File: config.mk
export PLATFORM = sky130hd
export DESIGN_NAME = ram_arbiter
export DESIGN_NICKNAME = d
export VERILOG_FILES = /design/src/rtl/ram_arbiter.sv
export SDC_FILE = /design/constraint.sdc
export NUM_CORES = 1
export LEC_CHECK = 0
export ABC_CLOCK_PERIOD_IN_PS = 1900
export CORE_ASPECT_RATIO = 2
export CORE_MARGIN = 8
export CORE_UTILIZATION = 32
export CTS_BUF_LIST = sky130_fd_sc_hd__clkbuf_2 sky130_fd_sc_hd__clkbuf_4 sky130_fd_sc_hd__clkbuf_8
export DETAILED_ROUTE_END_ITERATION = 8
export PLACE_DENSITY = 0.81
export SETUP_SLACK_MARGIN = 0.15
export SYNTH_ARGS = -nofsm -noshare
export SYNTH_HDL_FRONTEND = slang
export SYNTH_SLANG_ARGS = --single-unit
export TNS_END_PERCENT = 5
File: constraint.sdc
create_clock -name Clk -period 1.9 [get_ports Clk]
set_input_delay 0.285 -clock Clk [delete_from_list [all_inputs] [get_ports Clk]]
set_output_delay 0.285 -clock Clk [all_outputs]
set_load 0.005 [all_outputs]
File: src/rtl/ram_arbiter.sv
// CPU/DMA arbiter for the shared single-port data RAM, with DMA burst locking and CPU starvation guard.
// Optional DMA write protection (only 0x00-0x03 writable by DMA) under `RAM_ARBITER_WRPROT_EN.
module ram_arbiter #(
    parameter int DATA_W     = 8,
    parameter int ADDR_W     = 8,
    parameter int STARVE_MAX = 4
) (
    input  logic              Clk,
    input  logic              Rst,
    input  logic              cpu_req,
    input  logic              cpu_we,
    input  logic [ADDR_W-1:0] cpu_addr,
    input  logic [DATA_W-1:0] cpu_wdata,
    output logic              cpu_gnt,
    output logic              cpu_rvalid,
    output logic [DATA_W-1:0] cpu_rdata,
    input  logic              dma_req,
    input  logic              dma_we,
    input  logic [ADDR_W-1:0] dma_addr,
    input  logic [DATA_W-1:0] dma_wdata,
    output logic              dma_gnt,
    output logic              dma_rvalid,
    output logic [DATA_W-1:0] dma_rdata,
    input  logic              dma_lock,
    output logic              ram_cs,
    output logic              ram_we,
    output logic [ADDR_W-1:0] ram_addr,
    output logic [DATA_W-1:0] ram_wdata,
    input  logic [DATA_W-1:0] ram_rdata,
    output logic              wr_err
);

    typedef enum logic {S_IDLE, S_DMA_LOCKED} state_t;

    localparam logic [2:0] STARVE_LIM = 3'(STARVE_MAX);

    state_t             r_state, w_state_nxt;
    logic [2:0]         r_starve_cnt, w_starve_nxt;
    logic               w_cpu_win, w_dma_win;
    logic               w_lock_hold;
    logic               w_dma_wr_blocked;
    logic               r_cpu_rd_pend, r_dma_rd_pend;
    logic [DATA_W-1:0]  r_cpu_rdata, r_dma_rdata;

    always_ff @(posedge Clk or posedge Rst) begin
        if (Rst) begin
            r_state      <= S_IDLE;
            r_starve_cnt <= '0;
        end else begin
            r_state      <= w_state_nxt;
            r_starve_cnt <= w_starve_nxt;
        end
    end

    // Arbitration, next state and starvation counter
    always_comb begin
        w_cpu_win    = 1'b0;
        w_dma_win    = 1'b0;
        w_state_nxt  = r_state;
        w_starve_nxt = r_starve_cnt;
        w_lock_hold  = (r_state == S_DMA_LOCKED) && dma_lock;

        if (w_lock_hold) begin
            w_dma_win = dma_req;
        end else if (cpu_req && dma_req) begin
            if (r_starve_cnt >= STARVE_LIM) w_cpu_win = 1'b1;
            else                            w_dma_win = 1'b1;
        end else begin
            w_cpu_win = cpu_req;
            w_dma_win = dma_req;
        end

        cpu_gnt = w_cpu_win && !Rst;
        dma_gnt = w_dma_win && !Rst;

        case (r_state)
            S_IDLE:       if (dma_gnt && dma_lock) w_state_nxt = S_DMA_LOCKED;
            S_DMA_LOCKED: if (!dma_lock)           w_state_nxt = S_IDLE;
            default:                               w_state_nxt = S_IDLE;
        endcase

        if (cpu_gnt || !cpu_req)
            w_starve_nxt = '0;
        else if (dma_gnt && (r_state == S_IDLE) && (r_starve_cnt != 3'd7))
            w_starve_nxt = r_starve_cnt + 3'd1;
    end

`ifdef RAM_ARBITER_WRPROT_EN
    logic r_wr_err;

    // Only the RX buffer window 0x00-0x03 is DMA-writable
    assign w_dma_wr_blocked = dma_gnt && dma_we && (|dma_addr[ADDR_W-1:2]);

    always_ff @(posedge Clk or posedge Rst) begin
        if (Rst)                   r_wr_err <= 1'b0;
        else if (w_dma_wr_blocked) r_wr_err <= 1'b1;
    end

    assign wr_err = r_wr_err;
`else
    assign w_dma_wr_blocked = 1'b0;
    assign wr_err           = 1'b0;
`endif

    always_comb begin
        ram_cs    = 1'b0;
        ram_we    = 1'b0;
        ram_addr  = '0;
        ram_wdata = '0;
        if (cpu_gnt) begin
            ram_cs    = 1'b1;
            ram_we    = cpu_we;
            ram_addr  = cpu_addr;
            ram_wdata = cpu_wdata;
        end else if (dma_gnt && !w_dma_wr_blocked) begin
            ram_cs    = 1'b1;
            ram_we    = dma_we;
            ram_addr  = dma_addr;
            ram_wdata = dma_wdata;
        end
    end

    // Read data passes straight through in the return cycle and is held afterwards
    always_ff @(posedge Clk or posedge Rst) begin
        if (Rst) begin
            r_cpu_rd_pend <= 1'b0;
            r_dma_rd_pend <= 1'b0;
            r_cpu_rdata   <= '0;
            r_dma_rdata   <= '0;
        end else begin
            r_cpu_rd_pend <= cpu_gnt && !cpu_we;
            r_dma_rd_pend <= dma_gnt && !dma_we;
            if (r_cpu_rd_pend) r_cpu_rdata <= ram_rdata;
            if (r_dma_rd_pend) r_dma_rdata <= ram_rdata;
        end
    end

    assign cpu_rvalid = r_cpu_rd_pend;
    assign dma_rvalid = r_dma_rd_pend;
    assign cpu_rdata  = r_cpu_rd_pend ? ram_rdata : r_cpu_rdata;
    assign dma_rdata  = r_dma_rd_pend ? ram_rdata : r_dma_rdata;

endmodule

==> out/qor.yml, run 1 <==
status:
  status: "finished with violations"
  violations: "setup timing"
pwr:
  total_power_mw: 1.40
  switchingPower_mw: 0.336
  p_per_area_mw_per_mm2: 622
  vdd_drop_max_uv: 321
  p_int_mw: 1.07
  p_seq_share_pct: 40.6
  combinationalPowerShare_pct: 36.2
  clkPwrFrac_pct: 23.2
  p_leak_nw: 1.11
  switching_share_pct: 24.0
setup_path:
  r2r_slack_ns: 0.08
  r2r_cells: 5
  crit_path_start: "r_state"
  worst_ep_arrival_time_ns: 1.75
  r2r-end: "r_starve_cnt[0]"
  timing.rr.start: "r_starve_cnt[1]"
  endpoint_kind: "output pin"
  critPathRequiredTime_ns: 1.62
  path_class: "reg -> out"
  critical_path.endpoint: "ram_wdata[1]"
  start_kind: "flop"
  crit_fanout: 4
cts:
  insertion_delay_ns: 0.26
  cts_buffers: 3
  cts-root-buf: "clkbuf_8"
  htreeDepth: 1
  cts.hold.buffers_added: 0
  clkTransAtPathRegs_ns: 0.08
  clockBufferDepth: 2
  cts_tree: "built"
  cts_sinks: 22
detailed_routing:
  via_per_inst: 5.19
  drt_iter0_drc: 9
  avgRoutedWirePerCell_um: 19.5
  routed_wirelength_um: 4510
  postRouteAntennaNets: 0
  drc: 0
  vias: 1199
  drt_pass1_iterations: 4
floorplan:
  core-area_mm2: 0.00334
  rows: 30
  dieArea_mm2: 0.00565
  io_pins: 86
  dieWidth_um: 57.3
  die_h_um: 98.6
  start_util_pct: 32.7
final_layout:
  drive_gt1_share_pct: 40.2
  area_delta_synth_final_pct: 107
  finalNonFillerCells: 231
  fin_util_pct: 67.5
  postLayoutCellArea_mm2: 0.00226
  final_common_cell: "clkdlybuf4s50_1"
  final_cell_mix: "clkdlybuf4s50_1 (50), dfrtp_1 (19), a22o_1 (17), buf_2 (17), buf_6 (16)"
  fillers: 257
  nets: 249
  n_antenna_cell: 0
sta:
  fmax_mhz: 491
  whs_ns: 0.217
  worst_slack_ns: -0.138
  finalHoldViolCount: 0
  setup_viol: 18
  layout_min_cycle_time_ns: 2.04
  skew_ns: 0.00144
  slew_viol_final: 0
  rsz0062_at_grt: "yes"
  timing.final.crit_share_pct: 107
logic_synthesis:
  synth_edf_count: 0
  yosysTopAreaCell: "dfrtp_1"
  syn-cell-area_mm2: 0.00109
  yosysTopAreaCellShare_pct: 50.5
  yosysWarnings: 0
  yosysUniqueCellTypes: 23
  ys_top_cells_by_area: "dfrtp_1 (50%), mux2_2 (17%), a22o_1 (14%)"
  synthesis.nets: 139
  synth_flop_cell: "dfrtp_1"
  avgSynthCellArea_um2: 12.1
  synthesis.instances: 90
  yosysSeqAreaShare_pct: 50.5
  ys_ff_latch: 22
  ys_async_sr_fraction_pct: 100
global_routing:
  grt_overflow_total: 0
  grt_max_degree: 18
  antenna_found_initial: 0
  grt_pass1_wl_um: 7020
  grt_usage_pct: 16.0
  grt_pass1_vias: 1469
place:
  place_hpwl_um: 3270
  portBuffers: 84
  place_area_mm2: 0.00201
  dpl.cell_count: 208
  gp_congestion: 0.799
worst_hold_path:
  min_path_type: "in -> async"
run:
  cap_viol_max_count: 0
cells by family after synthesis:
group                    after synthesis  share of synthesized area [%]
AND/OR/NAND/NOR                       14                           8.37
multiplexers                          16                           16.5
adder cells (fa/ha/maj)                2                           2.29
AO/OA/AOI/OAI                         27                           18.8
buffers and inverters                  8                           3.21
other                                  1                          0.344
flip-flops                            22                           50.5
routing by layer:
metal / wire (um) / vias to the layer above / global-route usage (%) / part of all wire [%]
met5: 0 / - / 0 / 0
met4: 34 / 0 / 5.25 / 0.75
met3: 470 / 2 / 7.57 / 10
met2: 2480 / 75 / 31.6 / 55
met1: 1530 / 570 / 12.6 / 34
li1: - / 552 / - / -
worst max-delay path: stages (launching register included):
cell,delay (ns)
dfrtp_1,0.40
a21o_2,0.22
nor3b_4,0.30
buf_6,0.15
buf_6,0.10
buf_6,0.09
a22o_1,0.12
buf_2,0.11
repair_timing:
| item | in CTS | in global routing |
|---|---|---|
| resized for setup | 117 | 20 |
| gates cloned | 4 | 0 |
| setup endpoints to repair | 39 | 37 |
| pin swaps | 23 | 10 |
| buffers inserted | 13 | 2 |
registers in the layout, summed over array words and instances, names as in the netlist:
register	cells
cpu_rvalid	1
r_dma_rdata	8
r_starve_cnt	3
dma_rvalid	1
r_state	1
r_cpu_rdata	8
cell usage after synthesis (all sizes together) (2+ instances only):
library cell,instances
a21oi,4
nor2b,3
buf,2
mux2,16
ha,2
nand2,2
nand3,2
o21ai,4
clkbuf,5
dfrtp,22
a22o,17
stage by stage:
step	setup slack, ns	TNS [ns]
after floorplan	0.171	0
after global placement	-0.429	-7.72
after detailed placement	-0.456	-8.14
after CTS	-0.177	-1.98
after global routing	-0.197	-2.47
final	-0.138	-1.39
worst min path at each step:
stage	start	to	slack (ns)	cells after the start
3_5_place_dp	r_cpu_rdata[2]	r_cpu_rdata[2]	0.49	1
5_1_grt	Rst	r_state	0.25	3
6_report	Rst	r_cpu_rdata[7]	0.22	3
4_1_cts	Rst	r_cpu_rdata[7]	0.21	3
2_1_floorplan	Rst	cpu_rvalid	0.27	1
3_3_place_gp	r_dma_rdata[2]	r_dma_rdata[2]	0.48	1
area by class of cell:
type	instances	area (um^2)	share of cell area, %
timing repair buffer	112	1020	45.2
multi-input combinational	60	583	25.8
sequential	22	554	24.6
clock buffer	4	55.1	2.44
tap	32	40.0	1.77
inverter	1	3.75	0.166
power groups by stage:
stage               Sequential, mW  Combinational, mW  Clock (mW)
finish                       0.569              0.508       0.325
global route                 0.574              0.547       0.348
CTS                          0.568              0.496       0.337
detailed placement           0.577              0.498           0
global placement             0.572              0.482           0
floorplan                    0.566              0.160           0
Note: power is estimated with default switching activity, not from simulation.
==> run 2, diff against run 1 <==
--- a/config.mk
+++ b/config.mk
@@ -12,7 +12,7 @@
 export CTS_BUF_LIST = sky130_fd_sc_hd__clkbuf_2 sky130_fd_sc_hd__clkbuf_4 sky130_fd_sc_hd__clkbuf_8
 export DETAILED_ROUTE_END_ITERATION = 8
 export PLACE_DENSITY = 0.81
-export SETUP_SLACK_MARGIN = 0.15
+export SETUP_SLACK_MARGIN = 0.1
 export SYNTH_ARGS = -nofsm -noshare
 export SYNTH_HDL_FRONTEND = slang
 export SYNTH_SLANG_ARGS = --single-unit
==> run 2 against run 1 <==
Effect of this change:
- the flow still finishes with violations (setup timing)
- worst setup slack lost 0.0013 ns
- utilization decreased by 0.67 points
- flip-flop and latch count unchanged
- critical path type unchanged
- critical endpoint unchanged
==> out/qor.yml, run 2 (synthesis gave the netlist of run 1 again) <==
status:
  status: "finished with violations"
  violations: "setup timing"
sta:
  fin_setup_tns_ns: -1.43  # -0.0395 ns
  layout_min_cycle_time_ns: 2.04  # +0.00130 ns
  slew_viol_final: 0  # unchanged
  rsz0062_at_grt: "yes"
  setup_viol: 18  # unchanged
  fmax_mhz: 490  # about the same
  timing.final.crit_share_pct: 107  # about the same
  skew_ns: 0.00339  # +0.00195 ns
  finalHoldViolCount: 0  # unchanged
  worst_slack_ns: -0.139  # -0.00130 ns
  whs_ns: 0.211  # -0.00599 ns
run:
  cap_viol_max_count: 0  # unchanged
global_routing:
  grt_usage_pct: 16.1  # +0.13 points
  antenna_found_initial: 0  # unchanged
  grt_pass1_vias: 1474  # +0.34%
  grt_pass1_wl_um: 7090  # +0.98%
  grt_overflow_total: 0  # unchanged
  grt_max_degree: 18  # unchanged
worst_hold_path:
  min_path_type: "in -> async"
detailed_routing:
  postRouteAntennaNets: 0  # unchanged
  drt_pass1_iterations: 3  # -1
  vias: 1192  # -0.58%
  drc: 0  # unchanged
  drt_iter0_drc: 17  # +8
  routed_wirelength_um: 4440  # -1.7%
  via_per_inst: 5.16  # -0.58%
  avgRoutedWirePerCell_um: 19.2  # -1.7%
place:
  dpl.cell_count: 208  # unchanged
  gp_congestion: 0.799  # unchanged
  place_area_mm2: 0.00201  # unchanged
  portBuffers: 84  # unchanged
  post-place-ws_ns: -0.456  # unchanged
  place_hpwl_um: 3270  # unchanged
setup_path:
  endpoint_kind: "output pin"
  start_kind: "flop"
  crit_fanout: 4  # unchanged
  path_class: "reg -> out"
  worst_ep_arrival_time_ns: 1.75  # about the same
  critPathRequiredTime_ns: 1.62  # about the same
final_layout:
  n_antenna_cell: 0  # unchanged
  finalNonFillerCells: 231  # unchanged
  fin_util_pct: 66.9  # -0.67 points
  nets: 249  # unchanged
  area_delta_synth_final_pct: 105
  final_common_cell: "clkdlybuf4s50_1"
  biggestRegsByFlops: "r_cpu_rdata (8), r_dma_rdata (8), r_starve_cnt (3)"
  drive_gt1_share_pct: 40.2  # unchanged
  postLayoutCellArea_mm2: 0.00223  # -1.0%
  fillers: 262  # +1.9%
  final_cell_mix: "clkdlybuf4s50_1 (50), dfrtp_1 (19), a22o_1 (17), buf_2 (17), buf_6 (15)"
pwr:
  total_power_mw: 1.39  # -0.65%
  p_leak_nw: 1.10  # -0.65%
  p_per_area_mw_per_mm2: 624  # +0.35%
  vdd_drop_max_uv: 315  # -1.9%
floorplan:
  rows: 30  # unchanged
  dieWidth_um: 57.3  # unchanged
  start_util_pct: 32.7  # unchanged
  die_h_um: 98.6  # unchanged
  core-area_mm2: 0.00334  # unchanged
  dieArea_mm2: 0.00565  # unchanged
  io_pins: 86  # unchanged
cts:
  cts_tree: "built"
  htreeDepth: 1  # unchanged
  cts-root-buf: "clkbuf_8"
  cts_sinks: 22  # unchanged
  clockBufferDepth: 2  # unchanged
  insertion_delay_ns: 0.26  # about the same
  cts_buffers: 3  # unchanged
  clkTransAtPathRegs_ns: 0.08  # about the same
## run 2: critical path: stages, from the launching register on
cell and delay, ns:
dfrtp_1 0.40, a21o_2 0.22, nor3b_4 0.30, buf_6 0.15, buf_6 0.10, buf_6 0.09, a22o_1 0.12, buf_2 0.11
## run 2: worst paths after layout
check / depth (start not counted) / slack (ns) / endpoint / start
setup reg to reg: 5 / 0.11 / r_starve_cnt[0] / r_starve_cnt[1]
max in group asynchronous: 4 / 1.20 / cpu_rvalid / Rst
hold / removal: 3 / 0.21 / r_state / Rst
hold reg to reg: 1 / 0.50 / r_dma_rdata[2] / r_dma_rdata[2]
setup / recovery: 7 / -0.14 / ram_wdata[1] / r_state
min in group Clk: 2 / 0.42 / r_state / dma_lock
## run 2: power breakdown
part	switching, mW	total, mW	internal [mW]
registers	0.0248	0.568	0.543
logic	0.166	0.498	0.332
clock network	0.143	0.327	0.184
## run 2: repair_timing
action,in CTS,in global routing
buffers inserted,13,2
cloned,4,0
hold buffers,0,0
setup endpoints to repair,38,35
gates resized for setup,112,20
pin swaps,19,5
## run 2: area by class of cell
cell class              instances  area [um^2]  share of cell area (%)
inverters                       1         3.75                   0.168
clock buffers                   4         55.1                    2.46
repair buffers                112         1010                    45.4
flip-flops and latches         22          554                    24.8
multi-input cells              60          566                    25.3
well taps                      32         40.0                    1.79
## run 2: routing by layer
layer	track usage [%]	routed length [um]	vias to the layer above
met5	0	0	-
met4	5.25	44	0
met3	7.57	447	4
met2	31.6	2450	75
met1	13.0	1490	561
li1	-	-	552
